==> src/rtl/fpu_pkg.sv <==
`default_nettype none
// ============================================================================
// Module  : fpu_pkg
// Brief   : Shared FPU number-format constants, divider state type, fp32 unpack
// Revision: 1.0  initial release
// ============================================================================
package fpu_pkg;

    localparam int BIAS  = 127;
    localparam int EXP_W = 8;
    localparam int MAN_W = 23;
    localparam int QBITS = 25;

    typedef enum logic [1:0] {
        IDLE  = 2'd0,
        DIV   = 2'd1,
        ROUND = 2'd2,
        DONE  = 2'd3
    } fdiv_state_t;

    typedef struct packed {
        logic             sign;
        logic [EXP_W-1:0] exp;
        logic [MAN_W-1:0] man;
    } fp32_t;

    function automatic fp32_t fp32_unpack(input logic [31:0] x);
        fp32_t f;
        f.sign = x[31];
        f.exp  = x[30:23];
        f.man  = x[22:0];
        return f;
    endfunction

endpackage
`default_nettype wire

==> src/rtl/fdiv_mant_step.sv <==
`default_nettype none
// ============================================================================
// Module  : fdiv_mant_step
// Brief   : One combinational restoring-division step (trial subtract, shift)
// Revision: 1.0  initial release
// ============================================================================
module fdiv_mant_step
    import fpu_pkg::*;
(
    input  logic [MAN_W+2:0] i_r,
    input  logic [MAN_W:0]   i_m2,
    output logic [MAN_W+2:0] o_r_next,
    output logic             o_qbit
);

    logic [MAN_W+3:0] w_diff;
    logic [MAN_W+2:0] w_keep;

    // Extra top bit of w_diff is the borrow: set means r < m2
    assign w_diff   = {1'b0, i_r} - {3'b000, i_m2};
    assign o_qbit   = ~w_diff[MAN_W+3];
    assign w_keep   = o_qbit ? w_diff[MAN_W+2:0] : i_r;
    assign o_r_next = w_keep << 1;

endmodule
`default_nettype wire

==> src/rtl/fdiv_seq.sv <==
`default_nettype none
// ============================================================================
// Module  : fdiv_seq
// Brief   : Iterative binary32 divider, restoring radix-2, RNE, valid/ready
// Revision: 1.0  initial release
// ============================================================================
module fdiv_seq
    import fpu_pkg::*;
#(
    parameter int STEPS_PER_CYCLE = 1
) (
    input  logic        clk,
    input  logic        rstn,
    input  logic        in_valid,
    output logic        in_ready,
    input  logic [31:0] x1,
    input  logic [31:0] x2,
    output logic        out_valid,
    input  logic        out_ready,
    output logic [31:0] y,
    output logic        ovf,
    output logic        unf
);

    localparam int c_DIV_CYCLES = QBITS / STEPS_PER_CYCLE;

    fdiv_state_t             r_state;
    fdiv_state_t             w_state_nxt;
    logic                    r_sign;
    logic [MAN_W:0]          r_m2;
    logic [MAN_W+2:0]        r_rem;
    logic [QBITS-1:0]        r_q;
    logic signed [9:0]       r_eq;
    logic [4:0]              r_cnt;
    logic [31:0]             r_y;
    logic                    r_ovf;
    logic                    r_unf;

    fp32_t                   w_f1;
    fp32_t                   w_f2;
    logic                    w_sign;
    logic                    w_x1z;
    logic                    w_x2z;
    logic                    w_special;
    logic                    w_accept;
    logic [MAN_W:0]          w_m1;
    logic [MAN_W:0]          w_m2;
    logic                    w_adj;
    logic [MAN_W+2:0]        w_r0;
    logic signed [9:0]       w_eq0;
    logic                    w_last;

    assign w_f1      = fp32_unpack(x1);
    assign w_f2      = fp32_unpack(x2);
    assign w_sign    = w_f1.sign ^ w_f2.sign;
    assign w_x1z     = (w_f1.exp == '0);
    assign w_x2z     = (w_f2.exp == '0);
    assign w_special = w_x1z || w_x2z;
    assign w_accept  = in_valid && in_ready;
    assign w_m1      = {~w_x1z, w_f1.man};
    assign w_m2      = {~w_x2z, w_f2.man};

    // Pre-shift the dividend so the quotient always lands in [1,2)
    assign w_adj     = (w_m1 < w_m2);
    assign w_r0      = w_adj ? {1'b0, w_m1, 1'b0} : {2'b00, w_m1};
    assign w_eq0     = $signed({2'b00, w_f1.exp}) - $signed({2'b00, w_f2.exp})
                     + $signed(10'(BIAS)) - $signed({9'd0, w_adj});
    assign w_last    = (r_cnt == 5'(c_DIV_CYCLES - 1));

    assign in_ready  = (r_state == IDLE) && rstn;
    assign out_valid = (r_state == DONE);
    assign y         = r_y;
    assign ovf       = r_ovf;
    assign unf       = r_unf;

    // Step chain: first stage produces the most significant quotient bit
    logic [MAN_W+2:0]           w_r [STEPS_PER_CYCLE+1];
    logic [STEPS_PER_CYCLE-1:0] w_qbits;

    assign w_r[0] = r_rem;

    for (genvar i = 0; i < STEPS_PER_CYCLE; i++) begin : g_step
        fdiv_mant_step u_step (
            .i_r      (w_r[i]),
            .i_m2     (r_m2),
            .o_r_next (w_r[i+1]),
            .o_qbit   (w_qbits[STEPS_PER_CYCLE-1-i])
        );
    end

    // Round to nearest even on the guard bit; remainder supplies the sticky
    logic              w_guard;
    logic              w_sticky;
    logic              w_up;
    logic [MAN_W:0]    w_frac_sum;
    logic              w_carry;
    logic signed [9:0] w_eq_r;

    assign w_guard    = r_q[0];
    assign w_sticky   = |r_rem;
    assign w_up       = w_guard && (w_sticky || r_q[1]);
    assign w_frac_sum = {1'b0, r_q[MAN_W:1]} + {{MAN_W{1'b0}}, w_up};
    assign w_carry    = w_frac_sum[MAN_W];
    assign w_eq_r     = r_eq + $signed({9'd0, w_carry});

    always_ff @(posedge clk or negedge rstn) begin
        if (!rstn) begin
            r_state <= IDLE;
        end else begin
            r_state <= w_state_nxt;
        end
    end

    always_comb begin
        w_state_nxt = r_state;
        case (r_state)
            IDLE:    if (w_accept) w_state_nxt = w_special ? DONE : DIV;
            DIV:     if (w_last) w_state_nxt = ROUND;
            ROUND:   w_state_nxt = DONE;
            DONE:    if (out_ready) w_state_nxt = IDLE;
            default: w_state_nxt = IDLE;
        endcase
    end

    always_ff @(posedge clk or negedge rstn) begin
        if (!rstn) begin
            r_sign <= 1'b0;
            r_m2   <= '0;
            r_rem  <= '0;
            r_q    <= '0;
            r_eq   <= '0;
            r_cnt  <= '0;
            r_y    <= '0;
            r_ovf  <= 1'b0;
            r_unf  <= 1'b0;
        end else begin
            case (r_state)
                IDLE: begin
                    if (w_accept) begin
                        r_sign <= w_sign;
                        r_m2   <= w_m2;
                        r_rem  <= w_r0;
                        r_q    <= '0;
                        r_eq   <= w_eq0;
                        r_cnt  <= '0;
                        // Zero divisor takes priority over zero dividend
                        if (w_x2z) begin
                            r_y   <= {w_sign, 8'hFF, 23'd0};
                            r_ovf <= 1'b1;
                            r_unf <= 1'b0;
                        end else if (w_x1z) begin
                            r_y   <= {w_sign, 31'd0};
                            r_ovf <= 1'b0;
                            r_unf <= 1'b0;
                        end
                    end
                end
                DIV: begin
                    r_rem <= w_r[STEPS_PER_CYCLE];
                    r_q   <= {r_q[QBITS-STEPS_PER_CYCLE-1:0], w_qbits};
                    r_cnt <= r_cnt + 5'd1;
                end
                ROUND: begin
                    if (w_eq_r >= 10'sd255) begin
                        r_y   <= {r_sign, 8'hFF, 23'd0};
                        r_ovf <= 1'b1;
                        r_unf <= 1'b0;
                    end else if (w_eq_r <= 10'sd0) begin
                        r_y   <= {r_sign, 31'd0};
                        r_ovf <= 1'b0;
                        r_unf <= 1'b1;
                    end else begin
                        r_y   <= {r_sign, w_eq_r[7:0], w_frac_sum[MAN_W-1:0]};
                        r_ovf <= 1'b0;
                        r_unf <= 1'b0;
                    end
                end
                default: ;
            endcase
        end
    end

endmodule
`default_nettype wire
==> config.mk <==
export PLATFORM = sky130hd
export DESIGN_NAME = fdiv_seq
export DESIGN_NICKNAME = d
export VERILOG_FILES = /design/src/rtl/fpu_pkg.sv /design/src/rtl/fdiv_mant_step.sv /design/src/rtl/fdiv_seq.sv
export SDC_FILE = /design/constraint.sdc
export NUM_CORES = 1
export LEC_CHECK = 0
export ABC_AREA = 1
export BUFFER_PORTS_ARGS = -buffer_cell sky130_fd_sc_hd__buf_2
export CAP_MARGIN = 10
export CORE_UTILIZATION = 40
export DETAILED_ROUTE_END_ITERATION = 7
export GPL_TIMING_DRIVEN = 0
export PLACE_DENSITY = 0.63
export SYNTH_ARGS = -nofsm -noshare
export SYNTH_HDL_FRONTEND = slang
export SYNTH_SLANG_ARGS = --single-unit
==> constraint.sdc <==
create_clock -name clk -period 8.8 [get_ports clk]
set_input_delay 0.44 -clock clk [delete_from_list [all_inputs] [get_ports clk]]
set_output_delay 0.44 -clock clk [all_outputs]
set_load 0.05 [all_outputs]
# --- Word level (Yosys, flattened, before mapping) ---
# Index checks and enable logic that the tools add are counted.
word_totals:
  regBits: 126
  input_bits: 68
  elab_cells: 76
op_classes:
  n_addsub: 7
  magnitude_cmp: 3
  n_eq_ne: 8
  muxes: 29
  bitwise_logic: 4
  reduce_logical: 15
op_table:
  columns: ["cell", "count"]
  rows:
  - ["32-bit two-way mux", 3]
  - ["32-bit case mux with 2 select lines", 1]
  - ["31-bit two-way mux", 2]
  - ["26-bit case mux with 2 select lines", 1]
  - ["25-bit two-way mux", 2]
  - ["24-bit case mux with 2 select lines", 1]
  - ["26-bit by 24-bit subtractor with 27-bit output", 1]
  - ["26-bit two-way mux", 1]
  - ["26-bit OR reduction", 1]
  - ["23-bit by 1-bit adder with 24-bit output", 1]
  - ["24-bit less-than comparator", 1]
  - ["24-bit two-way mux", 1]
  - ["8-bit logical NOT", 2]
  - ["10-bit by 2-bit adder with 10-bit output", 1]
  - ["9-bit by 8-bit adder with 10-bit output, second input constant", 1]
  - ["10-bit by 9-bit greater-or-equal comparator with 1-bit output, second input constant", 1]
  - ["10-bit by 1-bit less-or-equal comparator with 1-bit output, second input constant", 1]
  - ["5-bit case mux with 2 select lines", 1]
  - ["10-bit by 2-bit subtractor with 10-bit output", 1]
  - ["8-bit by 8-bit subtractor with 9-bit output", 1]
  - ["1-bit two-way mux", 8]
  - ["2-bit two-way mux", 4]
  - ["2-bit case mux with 4 select lines", 1]
  - ["3-bit AND reduction", 2]
  - ["other kinds (16)", 26]

# --- Longest topological paths before layout ---
# Gate-level depths: netlist (run 1).
depth:
  word_depth: 9
  depth_mapped: 23
  mapped_depth_nobuf: 22

# --- Cells and area by module ---
# Synthesis (run 1) repeated with hierarchy kept, for this count alone.
hier_totals:
  cells_unflattened: 1588
  hier_area_um2: 10332.4
modules_own_cells:
  columns: ["mod", "instances", "cells_each", "area_per_inst_um2", "seq_area_each_um2"]
  rows:
  - ["fdiv_seq", 1, 1100, 7951.4, 3153.0]
  - ["fdiv_mant_step", 1, 488, 2381.0, 0.0]

# --- Least setup slack after synthesis (run 1) ---
# No wires, ideal clock.
synth_timing:
  path_kind: "input-to-reg"
  start: "input x1[23]"
  end: "register r_eq[9]"
  arrival_ns: 3.404
  t_required_ns: 8.672
  slack_ns: 5.268
  path_stages: 21
  cell_sequence: "nor4_1 -> nand2_1 -> ha_1 -> nor3_1 -> nand2_1 -> nor2_1 -> nand2_1 -> nand2_1 -> buf_2 -> ha_1 -> ha_1 -> inv_1 -> fa_1 -> inv_1 -> nand2_1 -> nand2_1 -> a21oi_1 -> o21ai_0 -> nand2_1 -> nand3_1 -> o21ai_0"
synth_between:
  elab_chain_len: 4
  word_cells_on_any_way: 6
  classes_between: "add/sub: 3; order compare: 1; bitwise: 1; reduce/logical: 1"
synth_rtl:
  columns: ["item", "line", "text"]
  rows:
  - ["start, declared", "fdiv_seq.sv:16", "input logic [31:0] x1,"]
  - ["branches (longest 3 deep; another with 9-bit by 8-bit adder with 10-bit output)", null, null]
  - ["10-bit by 2-bit subtractor with 10-bit output *", "fdiv_seq.sv:67", "+ $signed(10'(BIAS)) - $signed({9'd0, w_adj});"]
  - ["end signal, assigned", "fdiv_seq.sv:144", "r_eq <= w_eq0;"]
  - ["end, declared", "fdiv_seq.sv:33", "logic signed [9:0] r_eq;"]
# Every way passes the cells marked *.
# A chain may end at the register's enable or synchronous reset.

# --- Worst setup path in the final report (run 1) ---
layout_timing:
  start: "input x1[28]"
  end: "register r_eq[9]"
# The elaborated chain is that of the path after synthesis.

==> metrics, run 1 <==
outcome finished, final reports clean; PwrDens 369 mW/mm2; Setup CP Type input port to flip-flop; largest net degree at the start of global routing 86; Rel. slew slack 56.6%; kind of start point of the critical path input port; skew final 0.0118 ns; post-route clock period utilization 49.2%; starting density of the core 41.1%; Final ANT Viol Nets 0; # DRC 0; Final Max Slew Viols 0; FF-to-FF path depth 18; Max Root-Sink Buffers 2; slew at the pin with the worst max-slew slack 0.645 ns; Critical Path End r_eq[9]$_DFFE_PN0P_; CP Max Fanout 10; crit path launch x1[28]; final setup vio count 0; Post-Syn Area 0.0101 mm2; initial antenna violation count 0; Post-Route WL 28500 um; ys flop type dfrtp_1; First-pass DRT Iterations 8; number of synthesized flops with an enable pin 0; maximum vdd drop 0.000162 V; crit path DAT 4.63 ns; Die H 161 um; Seq/Total Area, Yosys 31.3%; Fin. Hold Viols 0; Synth async-reset ratio 100%; detailed placement HPWL 22800 um; via count 9814; wire per inst 14.3 um; post-place setup slack 4.14 ns; grt ovf 0; core area 0.0245 mm2; setup TNS 0 ns; clock-pin slew on the worst setup and hold paths 0.06 ns; num rows 57; die area 0.0258 mm2; final setup margin 4.47 ns; r2r setup slk 5.07 ns; initial drt markers 642; layout cell share with drive strength beyond 1 11.2%; total power 4290 uW; CTS tree yes; gpl congestion 0.923; Via density 4.92; CTS Root Cell clkbuf_16; Cells after Synth 1534; RSZ-0062 raised after global routing false; Die W 161 um; Finished Core Util 47.6%; r2r endpoint y[14]$_DFFE_PN0P_; most used cell, CP nand2_1; Final nets 1803; area delta synth->final 15.6%; Leak Pwr 0.00649 uW; fmax 0.231 GHz; highest-delay cell along the critical path ha_1; Critical Path End Type flip-flop; vias in the first global route 9248; post-synth cell types 43; PortBufs 103; Global Route Usage Sum 22.6%; CTS Buf Count 17; Skew-Pair Late Insertion Delay 0.43 ns; post-synthesis register bit count 126; clk sinks 126; ANT cells 0; CTS H-tree lvls 4; Worst Hold Class input port to flip-flop; Synth Warn # 0; Critical Path, Cell by Cell buf_2 > nor4_1 > nand2_1 > ha_1 > nor3_1 > nand2_1 > a21oi_1 > nor2_2 > nand2_1 > buf_2 > ha_1 > ha_1 > inv_1 > fa_1 > inv_1 > nand2_1 > nand2_1 > a21oi_1 > o21ai_0 > nand2_1 > nand3_1 > o21ai_0; max-cap violations 0; IO Pins 104; crit-path max cell delay 0.40 ns; Avg Cell Area, Syn 6.56 um2; Mapped Nets 1679; first-pass GRT wire length 46500 um; WHS Path Cells 3; Final min period 4.33 ns; worst reg2reg path startpoint r_q[5]$_DFFE_PN0P_; Req. time, crit path 9.09 ns
[metrics by stage]
stage | std cells | instance area, um2 | hold WS, ns
2_1_floorplan | 1534 | 10100 | 0.144
3_3_place_gp | 1961 | 11000 | 0.450
3_5_place_dp | 1962 | 11000 | 0.390
4_1_cts | 1995 | 11600 | 0.233
5_1_grt | 1995 | 11600 | 0.250
6_report | 1995 | 11600 | 0.240
[metal layers]
| metal | track usage [%] | vias up | part of all wire, % |
|---|---|---|---|
| met1 | 29.4 | 4464 | 46 |
| met4 | 6.62 | 0 | 1.9 |
| met2 | 39.2 | 245 | 48 |
| met3 | 2.63 | 40 | 4.1 |
| li1 | - | 5065 | - |
| met5 | 0 | - | 0 |
[repair_timing]
action,CTS,global route
hold buffers,1,0
buffers inserted,0,0
endpoints found under the hold margin,41,0
resized for setup,0,0
[cell usage in the layout, fill, tap and decap left out, types with 9 or more instances in the layout]
master	Yosys	layout
o21ai_2	10	10
ha_1	74	74
nor2_1	96	96
clkbuf_1	24	25
nand4_1	18	18
nor3_1	11	11
inv_1	276	276
nand2_1	514	514
nand3b_1	17	17
dfrtp_1	126	126
xnor2_1	9	9
o22ai_1	27	27
nand3_1	145	145
clkbuf_16	0	17
a21oi_1	41	41
xor2_1	20	20
o21ai_0	59	59
buf_2	11	113
[area by class of cell]
cell class | count | area [um2]
Clock buffer | 18 | 429
Buffer | 40 | 190
Tap cell | 324 | 405
Sequential cell | 126 | 3150
Clock inverter | 14 | 180
Timing Repair Buffer | 105 | 559
Inverter | 283 | 1060
Multi-Input combinational cell | 1085 | 5660
Fill cell | 2570 | 12800
[where the power goes]
| part | internal (uW) | total, uW | leakage (uW) | switching (uW) |
|---|---|---|---|---|
| sequential | 790 | 929 | 0.00163 | 138 |
| clock | 452 | 742 | 0.000298 | 290 |
| combinational | 853 | 2620 | 0.00457 | 1770 |
[sequential cells by signal, indices dropped and copies added (netlist names)]
name,count
r_sign,1
r_cnt,5
r_state,2
r_eq,10
ovf,1
unf,1
r_q,24
r_m2,24
y,32
r_rem,26
[critical path, delay by kind of cell]
kind,cells,cell delay (ns)
AO/OA/AOI/OAI,4,0.71
AND/OR/NAND/NOR,10,1.77
adder cells (fa/ha/maj),4,1.15
buffers and inverters,4,0.57
[logic make-up (layout without fill, tap and decap cells)]
logic type / Yosys count / after routing / synth area share (%)
buf+inv: 323 / 460 / 12.4
simple gates: 828 / 828 / 35.0
flops: 126 / 126 / 31.3
fa+ha+maj: 77 / 77 / 9.80
compound gates: 150 / 150 / 8.69
xor+xnor: 30 / 30 / 2.69
[Yosys cell counts, types with 17 or more instances]
cell type    n  area [um2]
a21oi_1     41         205
clkbuf_1    24        90.1
dfrtp_1    126        3150
ha_1        74         926
inv_1      276        1040
nand2_1    514        1930
nand3_1    145         726
nand3b_1    17         128
nand4_1     18         113
nor2_1      96         360
o21ai_0     59         295
o22ai_1     27         169
xor2_1      20         175
[how the worst min path moves through the flow]
stage | startpoint | to | slack [ns]
after detailed placement | rstn | y[23]$_DFFE_PN0P_ | 0.39
after CTS | x2[1] | r_m2[1]$_DFFE_PN0P_ | 0.23
after global routing | x2[4] | r_m2[4]$_DFFE_PN0P_ | 0.25
after floorplan | rstn | ovf$_DFFE_PN0P_ | 0.14
after global placement | r_cnt[4]$_DFFE_PN0P_ | r_cnt[4]$_DFFE_PN0P_ | 0.45
final | x2[1] | r_m2[1]$_DFFE_PN0P_ | 0.24
Note: power is estimated with default switching activity, not from simulation.
==> inputs of run 2 (changes only) <==
ABC_AREA = 0   (was 1)
clock period = 4.1 ns   (was 8.8 ns; I/O delays follow)
==> run 2 against run 1 <==
  * Design area shrank 12%
  * First-iteration DRC count is 23% lower
  * Sequential share of layout area up 3.8 points
  * Routed wire length down 22%
  * Setup slack got worse by 4.1 ns
  * Synthesized area shrank 14%
  * Non-clock buffer count is 7 higher
  * Worst hold slack worse by 0.21 ns
  * Via count is 23% lower
  * Register-to-register slack got worse by 4.7 ns
  * Core utilization increased by 0.88 points
  * Critical path type unchanged
  * Critical endpoint unchanged
==> metrics, run 2 <==
outcome finished, final reports clean; Seq/Total Area, Yosys 36.6% (+5.2 points); crit path DAT 4.14 ns (-0.49 ns); Die H 149 um (-7.3%); Critical Path, Cell by Cell buf_2 > nor4_2 > nand2_1 > ha_4 > nand4b_1 > nor3_2 > a211oi_1 > o21ai_0 > a31o_1 > buf_2 > buf_4 > ha_1 > ha_1 > inv_1 > fa_1 > nor2b_1 > o21ai_0 > nand2b_1 > a21o_1 > a21o_1 > a2111oi_2 > a21o_1; PwrDens 712 mW/mm2 (+93%); FF-to-FF path depth 17 (-1); initial antenna violation count 0 (unchanged); CTS tree yes; Req. time, crit path 4.47 ns (-4.62 ns); max-cap violations 0 (unchanged); Synth async-reset ratio 100% (unchanged); via count 7588 (-23%); post-synth top area share 36.6% (+5.2 points); Rel. slew slack 49.8% (-6.8 points); post-synth cell types 67 (+56%); Die W 149 um (-7.3%); r2r endpoint y[3]$_DFFE_PN0P_; die area 0.0221 mm2 (-14%); area delta synth->final 18.5%; Mapped Nets 1121 (-33%); skew final 0.0137 ns (+0.00192 ns); Skew-Pair Late Insertion Delay 0.44 ns (about the same); Critical Path End Type flip-flop; Global Route Usage Sum 21.3% (-1.3 points); IO Pins 104 (unchanged); CP Max Fanout 10 (unchanged); Via density 5.44 (+11%); end of the worst hold path r_m2[0]$_DFFE_PN0P_; Avg Cell Area, Syn 8.83 um2 (+35%); commonest non-fill, non-tap cell in the layout dfrtp_1; r2r setup slk 0.35 ns (-4.72 ns); grt ovf 0 (unchanged); fmax 0.265 GHz; Final Max Slew Viols 0 (unchanged); vias in the first global route 7284 (-21%); gpl congestion 0.912 (-1.2%); Setup CP Type input port to flip-flop; # DRC 0 (unchanged); slew at the pin with the worst max-slew slack 0.753 ns (+0.108 ns); setup TNS 0 ns (unchanged); Fin. Hold Viols 0 (unchanged); maximum vdd drop 0.000432 V (+170%); PortBufs 103 (unchanged); CTS Buf Count 17 (unchanged); post-route clock period utilization 92.0%; number of synthesized flops with an enable pin 0 (unchanged); CTS H-tree lvls 4 (unchanged); top-count cell post-synth dfrtp_1; crit-path max cell delay 0.35 ns (-0.05 ns); initial drt markers 492 (-23%); Cells after Synth 976 (-36%); Hold Crit Start x2[0]; wire per inst 16.0 um (+12%); Leak Pwr 0.00481 uW (-26%); largest net degree at the start of global routing 69 (-20%); most used cell, CP a21o_1; Post-Route WL 22300 um (-22%); worst reg2reg path startpoint r_q[0]$_DFFE_PN0P_; Synth Warn # 0 (unchanged); clock-pin slew on the worst setup and hold paths 0.06 ns (about the same); detailed placement HPWL 17100 um (-25%); Hold Slack 0.0330 ns (-0.207 ns); Yosys top cell by area dfrtp_1; crit path launch x1[24]; top post-synthesis cells by count dfrtp_1 (126), nand2_1 (122), o21ai_0 (87); Stages on worst setup path 22 (unchanged); final setup margin 0.328 ns (-4.14 ns); clk sinks 126 (unchanged); kind of start point of the critical path input port; CTS Root Cell clkbuf_16; WHS Path Cells 2 (-1); First-pass DRT Iterations 5 (-3); ys flop type dfrtp_1; Top delay family on crit path compound AO/OA/AOI/OAI gates; Worst Hold Class input port to flip-flop; layout cell share with drive strength beyond 1 17.8% (+6.6 points); commonest non-fill, non-tap cells in the layout dfrtp_1 (124), nand2_1 (121), buf_2 (107); post-synthesis register bit count 126 (unchanged); Filler cells 2056 (-20%); Post-Syn Area 0.00862 mm2 (-14%); CP bufs+invs 4 (unchanged); Largest register FFs 32 (unchanged); post-place setup slack -0.448 ns (-4.59 ns); highest-delay cell along the critical path a2111oi_2; Final nets 1250 (-31%); starting density of the core 40.9% (-0.25 points); Max Root-Sink Buffers 2 (unchanged); num rows 53 (-7.0%); Final ANT Viol Nets 0 (unchanged); Final min period 3.77 ns; core area 0.0211 mm2 (-14%); first-pass GRT wire length 36900 um (-21%); final setup vio count 0 (unchanged); top cells by area, synth dfrtp_1 (37%), ha_1 (11%), nand2_1 (5.3%), o21ai_0 (5.1%), xnor2_1 (3.9%)
run 2: changes by cell type after synthesis, moves of 10 or more:
cell | before | now
nand2_1 | 514 | 122
inv_1 | 276 | 82
nand3_1 | 145 | 22
nor2_1 | 96 | 42
xnor2_1 | 9 | 38
o21ai_0 | 59 | 87
mux2_2 | 0 | 25
a22o_1 | 0 | 21
a21o_1 | 2 | 20
nand3b_1 | 17 | 0
nor2b_1 | 0 | 12
nor3_1 | 11 | 23
a31oi_1 | 3 | 14
o21ai_2 | 10 | 0
run 2: what timing repair did:
item / in CTS / in global routing
hold buffers: 1 / 0
pin swaps: 0 / 3
setup endpoints to repair: 32 / 33
gates resized for setup: 5 / 13
endpoints found under the hold margin: 59 / 0
setup buffers: 0 / 6
run 2: layer usage:
layer  share of wire [%]  track usage (%)
met5                   0                0
met4                 1.0             5.15
met3                 5.4             3.88
met2                  47             34.6
met1                  47             29.2
run 2: where the power goes:
group	internal (uW)	switching [uW]
sequential	1580	292
clock	806	670
combinational	1510	2410
total	3900	3370
run 2: final cells by class:
type	count	area [um2]	share of cell area, %
diodes	1	2.50	0.0245
plain buffers	41	199	1.95
clock buffers	17	425	4.16
clock inverters	15	151	1.48
inverters	82	308	3.01
multi-input cells	726	5030	49.2
flip-flops and latches	126	3160	30.9
well taps	275	344	3.37
repair buffers	111	604	5.91
run 2: kinds of logic after synthesis:
logic type / Yosys count / share of synthesized area [%]
adders and majority gates: 77 / 11.4
buffers and inverters: 124 / 5.89
AOI/OAI and AO/OA: 275 / 20.7
and+or+nand+nor: 282 / 15.2
DFF: 126 / 36.6
xor gates and xnor gates: 62 / 6.30
muxes: 30 / 3.87
run 2: worst register-to-register path, stage by stage, from the launching register on:
cell and delay [ns]:
dfrtp_2 0.41, nand4_1 0.16, nor2_2 0.20, nand2_1 0.15, nor3_4 0.21, nand2_2 0.13, nor3_4 0.23, ha_2 0.24
ha_1 0.20, xor2_1 0.11, or4_1 0.49, nor3_1 0.16, a41oi_1 0.16, nor2b_1 0.16, buf_2 0.18, nand2_1 0.14
buf_2 0.21, o21ai_0 0.11
run 2: worst max path at each step:
stage,to,slack [ns]
6_report,r_eq[9]$_DFFE_PN0P_,0.33
5_1_grt,r_eq[9]$_DFFE_PN0P_,-0.01
4_1_cts,y[19]$_DFFE_PN0P_,0.04
3_5_place_dp,y[13]$_DFFE_PN0P_,-0.45
3_3_place_gp,r_rem[17]$_DFFE_PN0P_,-0.55
2_1_floorplan,r_eq[9]$_DFFE_PN0P_,0.48
run 2: metrics by stage:
stage	instance area [um2]	instances	total power, uW	util, %
2_1_floorplan	8620	976	4790	-
3_3_place_gp	9480	1354	5700	45.0
3_5_place_dp	9520	1355	5750	45.1
4_1_cts	10100	1388	7250	48.0
5_1_grt	10200	1393	7830	48.4
6_report	10200	1394	7270	48.5
